[config.mk]
export PLATFORM = sky130hd
export DESIGN_NAME = dmem_arbiter
export DESIGN_NICKNAME = d
export VERILOG_FILES = /design/src/rtl/dmem_arbiter.sv
export SDC_FILE = /design/constraint.sdc
export NUM_CORES = 1
export LEC_CHECK = 0
export ABC_AREA = 1
export ABC_CLOCK_PERIOD_IN_PS = 4500
export BUFFER_PORTS_ARGS = -buffer_cell sky130_fd_sc_hd__buf_2
export CAP_MARGIN = 20
export CORE_UTILIZATION = 55
export CTS_BUF_LIST = sky130_fd_sc_hd__clkbuf_4 sky130_fd_sc_hd__clkbuf_8
export DETAILED_ROUTE_END_ITERATION = 12
export GPL_TIMING_DRIVEN = 0
export PLACE_DENSITY = 0.95
export SLEW_MARGIN = 20
export SYNTH_ARGS = -nofsm -noshare
export SYNTH_HDL_FRONTEND = slang
export SYNTH_SLANG_ARGS = --single-unit
[constraint.sdc]
create_clock -name clk -period 4.5 [get_ports clk]
set_input_delay 0.9 -clock clk [delete_from_list [all_inputs] [get_ports clk]]
set_output_delay 0.9 -clock clk [all_outputs]
set_load 0.005 [all_outputs]
[src/rtl/dmem_arbiter.sv]
// Data-memory port arbiter: CPU owns the port by default, a host burst engine borrows it
// beat by beat and yields to the CPU every CHUNK beats. Optional macro: DMEM_ARB_STATS_EN.
module dmem_arbiter #(
  parameter int unsigned AW       = 8,
  parameter int unsigned DW       = 8,
  parameter int unsigned LW       = 8,
  parameter int unsigned CHUNK    = 4,
  parameter int unsigned WAIT_MAX = 8
) (
  input  logic          clk,
  input  logic          reset,
  input  logic          cpu_req,
  input  logic          cpu_we,
  input  logic [AW-1:0] cpu_addr,
  input  logic [DW-1:0] cpu_wdata,
  output logic [DW-1:0] cpu_rdata,
  output logic          cpu_stall,
  input  logic          host_req,
  input  logic          host_we,
  input  logic [AW-1:0] host_addr,
  input  logic [LW-1:0] host_len,
  input  logic [DW-1:0] host_wdata,
  output logic          host_gnt,
  output logic          host_beat,
  output logic [DW-1:0] host_rdata,
  output logic          host_done,
  output logic [AW-1:0] mem_addr,
  output logic          mem_we,
  output logic [DW-1:0] mem_wdata,
  input  logic [DW-1:0] mem_rdata
`ifdef DMEM_ARB_STATS_EN
  ,
  output logic [15:0]   cpu_stall_cnt
`endif
);

  localparam int unsigned WCW = $clog2(WAIT_MAX + 1);
  localparam int unsigned CCW = $clog2(CHUNK + 1);
  localparam logic [WCW-1:0] WAIT_LAST  = WCW'(WAIT_MAX - 1);
  localparam logic [CCW-1:0] CHUNK_LAST = CCW'(CHUNK - 1);

  typedef enum logic [1:0] {
    S_IDLE,
    S_BURST,
    S_YIELD
  } state_e;

  state_e          state_q, state_d;
  logic [WCW-1:0]  wait_q, wait_d;
  logic [AW-1:0]   addr_q, addr_d;
  logic [LW-1:0]   len_q, len_d;
  logic            we_q, we_d;
  logic [LW-1:0]   beat_q, beat_d;
  logic [CCW-1:0]  chunk_q, chunk_d;
  logic            grant;

  always_ff @(posedge clk or negedge reset) begin
    if (!reset) begin
      state_q <= S_IDLE;
      wait_q  <= '0;
      addr_q  <= '0;
      len_q   <= '0;
      we_q    <= 1'b0;
      beat_q  <= '0;
      chunk_q <= '0;
    end else begin
      state_q <= state_d;
      wait_q  <= wait_d;
      addr_q  <= addr_d;
      len_q   <= len_d;
      we_q    <= we_d;
      beat_q  <= beat_d;
      chunk_q <= chunk_d;
    end
  end

  always_comb begin
    state_d   = state_q;
    wait_d    = wait_q;
    addr_d    = addr_q;
    len_d     = len_q;
    we_d      = we_q;
    beat_d    = beat_q;
    chunk_d   = chunk_q;
    grant     = 1'b0;
    host_gnt  = 1'b0;
    host_beat = 1'b0;
    host_done = 1'b0;
    cpu_stall = 1'b0;
    mem_addr  = cpu_addr;
    mem_wdata = cpu_wdata;
    mem_we    = cpu_req & cpu_we;

    case (state_q)
      S_IDLE: begin
        grant    = host_req & (~cpu_req | (wait_q == WAIT_LAST));
        host_gnt = grant;
        if (grant) begin
          addr_d  = host_addr;
          len_d   = host_len;
          we_d    = host_we;
          beat_d  = '0;
          chunk_d = '0;
          wait_d  = '0;
          state_d = S_BURST;
        end else if (host_req && cpu_req) begin
          wait_d = wait_q + 1'b1;
        end else begin
          wait_d = '0;
        end
      end
      S_BURST: begin
        host_beat = 1'b1;
        cpu_stall = cpu_req;
        mem_addr  = addr_q;
        mem_wdata = host_wdata;
        mem_we    = we_q;
        if (beat_q == len_q) begin
          host_done = 1'b1;
          state_d   = S_IDLE;
        end else begin
          addr_d = addr_q + 1'b1;
          beat_d = beat_q + 1'b1;
          // chunk counter saturates so a CPU request arriving late still forces a yield
          if (chunk_q == CHUNK_LAST) begin
            if (cpu_req) begin
              chunk_d = '0;
              state_d = S_YIELD;
            end
          end else begin
            chunk_d = chunk_q + 1'b1;
          end
        end
      end
      S_YIELD: state_d = S_BURST;
      default: state_d = S_IDLE;
    endcase

    if (!reset) begin
      host_gnt = 1'b0;
      mem_we   = 1'b0;
    end
  end

  assign cpu_rdata  = mem_rdata;
  assign host_rdata = mem_rdata;

`ifdef DMEM_ARB_STATS_EN
  logic [15:0] stall_cnt_q;

  always_ff @(posedge clk or negedge reset) begin
    if (!reset) begin
      stall_cnt_q <= '0;
    end else if (cpu_stall && (stall_cnt_q != '1)) begin
      stall_cnt_q <= stall_cnt_q + 16'd1;
    end
  end

  assign cpu_stall_cnt = stall_cnt_q;
`endif

endmodule

Word-level counts from Yosys, hierarchy flattened:

Cells that the tools add are included.

* mux-type cells: 28
* reductions and logical operators: 7
* $add $sub $neg: 4
* bitwise gates (word level): 4
* equality and inequality tests: 10

Operator list (count)
* 2-to-1 mux 8 bit: 6
* one-hot mux 8 bit (2 select lines): 2
* adder 8 x 1 -> 8 bit (second input constant): 2
* 2-to-1 mux 3 bit: 4
* inequality test 3 bit (second input constant): 3
* equality test 8 bit: 1
* 2-to-1 mux 1 bit: 8
* 2-to-1 mux 2 bit: 4
* 2-to-1 mux 4 bit: 2
* one-hot mux 2 bit (3 select lines): 1
* one-hot mux 3 bit (2 select lines): 1
* AND reduction 3 bit: 2
* adder 4 x 1 -> 4 bit (second input constant): 1
* equality test 4 x 3 -> 1 bit (second input constant): 1
* inequality test 2 bit (second input constant): 2
* AND reduction 4 bit: 1
* adder 3 x 1 -> 3 bit (second input constant): 1
* equality test 3 x 2 -> 1 bit (second input constant): 1
* bitwise AND 1 bit: 2
* equality test 2 x 1 -> 1 bit (second input constant): 1
* equality test 2 bit (second input constant): 1
* logical NOT 2 bit: 1
* AND reduction 2 bit: 1
* nonzero test 2 bit: 1
* 3 further kinds: 3

* register bits after elaboration: 34
* word-level logic and storage cells: 60
* output and inout bits: 37

Logic depth before layout (Yosys ltp):

Gate-level depths: netlist (run 1).

* depth in word-level cells: 5
* mapped depth: 11
* depth with buffers taken out: 10

Worst setup path before layout (run 1):

Ideal clock, no wire load.

* path kind: input to output
* start point: input port host_req
* end point: output port host_gnt
* stages on the path: 4
* path buffers: 1
* path slack: 2.074 ns
* data arrival time: 1.526 ns
* cells stage by stage: a21boi_4 nand2_4 buf_2 nor2_1

* cells in the longest elaborated chain, start to end: 3

Ends and longest elaborated chain
* start, declared: line 18 `input logic host_req,`
* bitwise AND 1 bit: line 96 `grant = host_req & (~cpu_req | (wait_q == WAIT_LAST));`
* 2-to-1 mux 1 bit: line 94 `case (state_q)`
* 2-to-1 mux 1 bit: line 139 `if (!reset) begin`
* end, declared: line 23 `output logic host_gnt,`

No other way between the ends.

Final worst setup path (run 1):

* start point: input port reset
* end point: output port mem_we

* cells in the longest elaborated chain, start to end: 1

Ends and longest elaborated chain
* start, declared: line 11 `input logic reset,`
* 2-to-1 mux 1 bit: line 139
* end, declared: line 28 `output logic mem_we,`

No other way between the ends.

==> out/results.md, run 1 <==
- outcome: finished clean
- average detailed-routed wire length per instance: 12.07 um
- highest achievable clock rate: 351.4 MHz
- max cap viols: 0
- fin. max-slew vios: 0
- Starting Density: 58.70%
- Die Wd: 68.04 um
- power per cell area: 575.2 nW/um^2
- number of setup violations in the final report: 0
- number of nets produced by synthesis: 393
- setup repair bufs after CTS: 0
- post-synthesis cell area: 2399 um^2
- Total Power Consumption: 1.715 mW
- Synth Instances: 335
- WS Path Type: input pin to output port
- uppermost metal layer occupied by signal nets: met4
- via count: 2418
- Fillers: 337
- area of the core: 4086 um^2
- number of distinct library cell variants in the gate-level netlist after synthesis: 31
- Layout Skew: 0.005162 ns
- Die Y-Extent: 68.04 um
- Critical Path Most Common Cell: sky130_fd_sc_hd__buf_2
- cell chosen for the clock root: sky130_fd_sc_hd__clkbuf_8
- later-pin clock latency in the skew report: 0.29 ns
- CTS tree: yes
- Detailed Place HPWL: 4325 um
- area leader, netlist: sky130_fd_sc_hd__dfrtp_1
- clock transition time at the flip-flop clock pins of the worst setup and hold paths: 0.07 ns
- highest fanout seen on the critical path: 36
- Core Rows: 23
- count of flip-flops with a built-in enable after synthesis: 0
- accumulated negative setup slack: 0 ns
- routed wire length on met3: 459 um
- ordered cell list for the critical path: buf_2 -> o21ai_0 -> nor2_1 -> buf_2
- clock sink total: 34
- headroom to the max-slew limit: 48.39%
- global-route wire length before repair: 8887 um
- pin count of the biggest net entering global routing: 37
- endpoint required time on the critical path: 3.60 ns
- Synth area leaders: sky130_fd_sc_hd__dfrtp_1 (35%), sky130_fd_sc_hd__nand2_1 (18%), sky130_fd_sc_hd__nand3_1 (7.3%)
- Lkg Pwr: 1.699 nW
- number of buffer cells added on primary ports: 82
- Synth Flop Type: sky130_fd_sc_hd__dfrtp_1
- routed length on met2: 2900 um
- worst-margin pin slew: 0.7741 ns
- growth of design area from synthesis to finish: 24.31%
- routed metal-1 wirelength: 2280 um
- crit path DAT: 1.95 ns
- ranking of synthesized cells by instance count: sky130_fd_sc_hd__nand2_1 (117), sky130_fd_sc_hd__nand3_1 (35), sky130_fd_sc_hd__dfrtp_1 (34), sky130_fd_sc_hd__nor2_1 (28), sky130_fd_sc_hd__inv_1 (24)
- critical path startpoint category: input pin
- Final Net Count: 482
- post-synthesis area per instance: 7.160 um^2
- post-synthesis register bit count: 34
- time the final worst path needs with I/O delays and setup: 2.846 ns
- overall routed net length: 5733 um
- mean number of vias per cell: 5.091
- Hold/Removal Path Class: flip-flop to flip-flop
- ys async rst share: 100.0%
- cell with the largest stage delay on the worst path: sky130_fd_sc_hd__buf_2
- drt initial violations: 121
- Die Footprint: 4629 um^2
- total count of hold-check failures in the final report: 0
- global routing usage summed across all routing layers: 26.26%
- layout cell share with drive strength beyond 1: 34.82%
- post-route fraction of the period consumed by the critical path: 63.24%
- total DRC errors in the routed layout: 0
- proportion of synthesized chip area in sequential cells: 35.47%
- I/O pin total: 91
- final weighted congestion in routability-driven placement: 0.7992
- number of hold buffers added after cts: 0
- buffer depth of the longest clock path: 2
- fraction of the core area covered by cells at the end of the flow: 72.96%
- total CTS buffers: 5
- remaining global-route overflow: 0
- area share of the largest cell type after synthesis: 35.47%
- setup repair after global routing missed its margin: false
- DR pass1 iterations: 5
- antenna-violating nets left: 0
- most used standard cell by instance count after synthesis: sky130_fd_sc_hd__nand2_1
- Warnings, synthesis: 0
- number of antenna violations at the first check in global routing: 0
- count of instances resized after the clock tree is built: 0
- crit path capture type: output port
- H-Tree Level Count: 2
- vias in the first global route: 2070
- antenna diode count: 0
- VDD IR max: 0.3335 mV
- peak per-stage delay on the critical path: 0.59 ns
[sequential cells by signal, indices dropped and copies added (netlist names)]
register  count
len_q         8
addr_q        8
beat_q        8
we_q          1
wait_q        4
chunk_q       3
state_q       2
[final cells by class]
class                           count  area (um^2)  area share, %
Multi-Input combinational cell    248         1252          42.01
Sequential cell                    34        850.8          28.54
Timing Repair Buffer               82        410.4          13.76
Buffer                             27        197.7          6.630
Clock buffer                        8        110.1          3.693
Inverter                           26        97.59          3.273
Tap cell                           50        62.56          2.098
[report_power, final]
group	switching [mW]	internal, mW	total (mW)
Clock	0.112	0.154	0.266
Sequential	0.110	0.424	0.534
Combinational	0.538	0.376	0.915
Total	0.760	0.955	1.71
[through the flow]
stage          setup WS, ns  hold WS [ns]  area, um^2  std cells
5_1_grt               1.424        0.5264        2982        475
4_1_cts               1.607        0.4851        2982        475
3_5_place_dp          1.611        0.4690        2872        467
2_1_floorplan         2.074        0.4367        2399        335
3_3_place_gp          1.587        0.4610        2872        467
6_report              1.654        0.4802        2982        475
[cell usage in the layout (no fill, tap or decap), types with 5 or more instances in the layout]
cell type / instances
sky130_fd_sc_hd__nand2_1: 117
sky130_fd_sc_hd__o21ai_0: 5
sky130_fd_sc_hd__nand2_2: 19
sky130_fd_sc_hd__buf_2: 89
sky130_fd_sc_hd__clkbuf_8: 8
sky130_fd_sc_hd__nor2_1: 28
sky130_fd_sc_hd__a21oi_1: 6
sky130_fd_sc_hd__dfrtp_1: 34
sky130_fd_sc_hd__nand3_1: 35
sky130_fd_sc_hd__inv_1: 24
sky130_fd_sc_hd__buf_4: 17
sky130_fd_sc_hd__xor2_1: 5
[per-layer routing]
metal	GRT usage, %	up-vias
met4	9.896	0
met2	44.49	103
met3	6.333	12
met1	32.06	1087
met5	0	-
li1	-	1216
[logic make-up (layout without fill, tap and decap cells)]
| kind of cell | Yosys count | count (layout) | synth area share, % |
|---|---|---|---|
| flip-flops | 34 | 34 | 35.47 |
| AO/OA/AOI/OAI | 20 | 20 | 5.477 |
| adder cells (fa/ha/maj) | 4 | 4 | 2.087 |
| buffers and inverters | 53 | 143 | 12.31 |
| AND/OR/NAND/NOR | 215 | 215 | 41.37 |
| XOR/XNOR | 9 | 9 | 3.286 |
[worst max-delay path, delay by kind of cell]
family          cells  cell delay, ns
buf+inv             2            0.71
simple gates        1            0.14
compound gates      1            0.19
[final timing paths]
path	endpoint	slack (ns)	depth (start not counted)	from
max	mem_we	1.65	4	reset
min	chunk_q[1]	0.48	2	chunk_q[1]
max reg2reg	chunk_q[0]	2.85	8	wait_q[0]
min reg2reg	chunk_q[1]	0.48	2	chunk_q[1]
max in group asynchronous	beat_q[5]	3.33	1	reset
min in group asynchronous	wait_q[3]	0.69	1	reset
Power figures use the tool's default switching activity.
==> run 2, diff against run 1 <==
ABC_CLOCK_PERIOD_IN_PS = 2300   (was 4500)
CORE_UTILIZATION = 46   (was 55)
PLACE_DENSITY = 0.9   (was 0.95)
clock period = 2.3 ns   (was 4.5 ns; I/O delays follow)
==> run 2 against run 1 <==
Net effect:
- count of clock-buffer cells in the layout is 1 lower
- die area is 19% higher
- largest cell class unchanged
- clock skew is 0.0018 ns higher
- hold slack worse by 0.22 ns
- non-clock buffer count is 1 higher
- critical path type is now flip-flop to output port
==> out/results.md, run 2 (same netlist as run 1, synthesis figures left out) <==
- outcome: finished clean, unchanged
- cell with the largest stage delay on the worst path: sky130_fd_sc_hd__dfrtp_1, was sky130_fd_sc_hd__buf_2
- total CTS buffers: 5, unchanged
- cell chosen for the clock root: sky130_fd_sc_hd__clkbuf_8, unchanged
- mean number of vias per cell: 4.890, was 5.091
- antenna-violating nets left: 0, unchanged
- total DRC errors in the routed layout: 0, unchanged
- number of antenna violations at the first check in global routing: 0, unchanged
- crit path capture type: output port, unchanged
- remaining global-route overflow: 0, unchanged
- VDD IR max: 0.4905 mV, was 0.3335 mV
- Regs by FF count: addr_q x8, beat_q x8, len_q x8, unchanged
- I/O pin total: 91, unchanged
- Detailed Place HPWL: 4328 um, was 4325 um
- number of setup violations in the final report: 0, unchanged
- overall routed net length: 5709 um, was 5733 um
- total count of hold-check failures in the final report: 0, unchanged
- growth of design area from synthesis to finish: 24.62%, was 24.31%
- CTS tree: yes, unchanged
- Layout Skew: 0.006949 ns, was 0.005162 ns
- headroom to the max-slew limit: 46.55%, was 48.39%
- average detailed-routed wire length per instance: 11.60 um, was 12.07 um
- Lkg Pwr: 1.692 nW, was 1.699 nW
- max cap viols: 0, unchanged
- worst-margin pin slew: 0.8017 ns, was 0.7741 ns
- final weighted congestion in routability-driven placement: 0.8871, was 0.7992
- later-pin clock latency in the skew report: 0.29 ns, about the same
- clock sink total: 34, unchanged
- Core Rows: 25, was 23
- ordered cell list for the critical path: nand2_1 -> clkbuf_1 -> o21ai_0 -> nor2_1 -> buf_2, was buf_2 -> o21ai_0 -> nor2_1 -> buf_2
- crit path DAT: 1.69 ns, was 1.95 ns
- number of buffer cells added on primary ports: 82, unchanged
- setup repair after global routing missed its margin: false, unchanged
- time the final worst path needs with I/O delays and setup: 2.155 ns
- via count: 2406, was 2418
- most common library cell in the layout ignoring fill and taps: sky130_fd_sc_hd__nand2_1, unchanged
- setup slack at placement: 0.2234 ns, was 1.611 ns
- Hold/Removal Path Class: input pin to async pin, was flip-flop to flip-flop
- most used cells in the layout excluding fill and tap cells: sky130_fd_sc_hd__nand2_1 (117), sky130_fd_sc_hd__buf_2 (88), sky130_fd_sc_hd__nand3_1 (35), sky130_fd_sc_hd__dfrtp_1 (34), sky130_fd_sc_hd__nor2_1 (28), was sky130_fd_sc_hd__nand2_1 (117), sky130_fd_sc_hd__buf_2 (89), sky130_fd_sc_hd__nand3_1 (35), sky130_fd_sc_hd__dfrtp_1 (34), sky130_fd_sc_hd__nor2_1 (28)
- Final Net Count: 483, was 482
- global-route wire length before repair: 9073 um, was 8887 um
- vias in the first global route: 2192, was 2070
- antenna diode count: 0, unchanged
- internal reg-to-reg setup slack: 0.54 ns, was 2.85 ns
- drt initial violations: 94, was 121
- Die Y-Extent: 74.21 um, was 68.04 um
- Starting Density: 49.15%, was 58.70%
- peak per-stage delay on the critical path: 0.44 ns, was 0.59 ns
- buffer depth of the longest clock path: 2, unchanged
- crit path setup slack, layout: 0.1453 ns, was 1.654 ns
- power per cell area: 1095 nW/um^2, was 575.2 nW/um^2
- area of the core: 4880 um^2, was 4086 um^2
- clock transition time at the flip-flop clock pins of the worst setup and hold paths: 0.07 ns, about the same
- Total Power Consumption: 3.272 mW, was 1.715 mW
- fin. max-slew vios: 0, unchanged
- highest fanout seen on the critical path: 10, was 36
- smallest hold slack: 0.2626 ns, was 0.4802 ns
- highest achievable clock rate: 464.1 MHz
- Die Wd: 74.21 um, was 68.04 um
- post-route fraction of the period consumed by the critical path: 93.68%
- global routing usage summed across all routing layers: 21.73%, was 26.26%
- layout cell share with drive strength beyond 1: 35.06%, was 34.82%
- H-Tree Level Count: 2, unchanged
- Die Footprint: 5507 um^2, was 4629 um^2
- WS Path Type: flip-flop to output port, was input pin to output port
- accumulated negative setup slack: 0 ns, unchanged
- critical path startpoint category: flip-flop, was input pin
- endpoint required time on the critical path: 1.84 ns, was 3.60 ns
- pin count of the biggest net entering global routing: 37, unchanged
- fraction of the core area covered by cells at the end of the flow: 61.26%, was 72.96%
- DR pass1 iterations: 4, was 5
==> run 2: cell count changes in the layout (fill, tap and decap cells not counted), sizes merged <==
cell	delta
clkbuf	-1
buf	+1
==> run 2: layer usage <==
metal  vias up  global-route usage, %  part of all wire [%]
met3         6                  4.607                   6.7
met2        88                  39.29                    49
met1      1094                  25.39                    43
met4         0                  7.757                   1.0
met5         -                      0                     0
li1       1218                      -                     -
==> run 2: worst max-delay path: cells and delay by family, from the launching register on <==
kind / cells / cell delay (ns)
AND/OR/NAND/NOR: 2 / 0.28
AO/OA/AOI/OAI: 1 / 0.16
flip-flops: 1 / 0.44
buffers and inverters: 2 / 0.54
==> run 2: final timing paths <==
path	from	endpoint	cells past startpoint
worst max-delay path	state_q[0]	mem_we	5
worst max register to register	wait_q[0]	chunk_q[1]	9
min in group clk	host_we	we_q	3
worst min register to register	len_q[3]	len_q[3]	2
max in group asynchronous	reset	len_q[6]	1
worst min-delay path	reset	addr_q[3]	1
==> run 2: layout make-up <==
class | count | area (um^2)
Timing Repair Buffer | 84 | 425.4
Clock buffer | 7 | 83.83
Inverter | 26 | 97.59
Multi-Input combinational cell | 248 | 1255
Sequential cell | 34 | 850.8
Tap cell | 67 | 83.83
Fill cell | 453 | 1891
Buffer | 26 | 192.7
==> run 2: metrics by stage <==
step                      cell area (um^2)  std cells
final                                 2989        492
after global routing                  2989        492
after CTS                             2977        491
after detailed placement              2893        484
after global placement                2893        484
after floorplan                       2399        335
==> run 2: where the power goes <==
group	internal (mW)	switching, mW	total [mW]
registers	0.829	0.224	1.05
logic	0.740	1.04	1.78
clock network	0.232	0.203	0.435
==> run 2: what timing repair did <==
item	4_1_cts	5_1_grt
resized for setup	0	1
setup endpoints to repair	0	1
buffers inserted	0	2
hold buffers	0	0
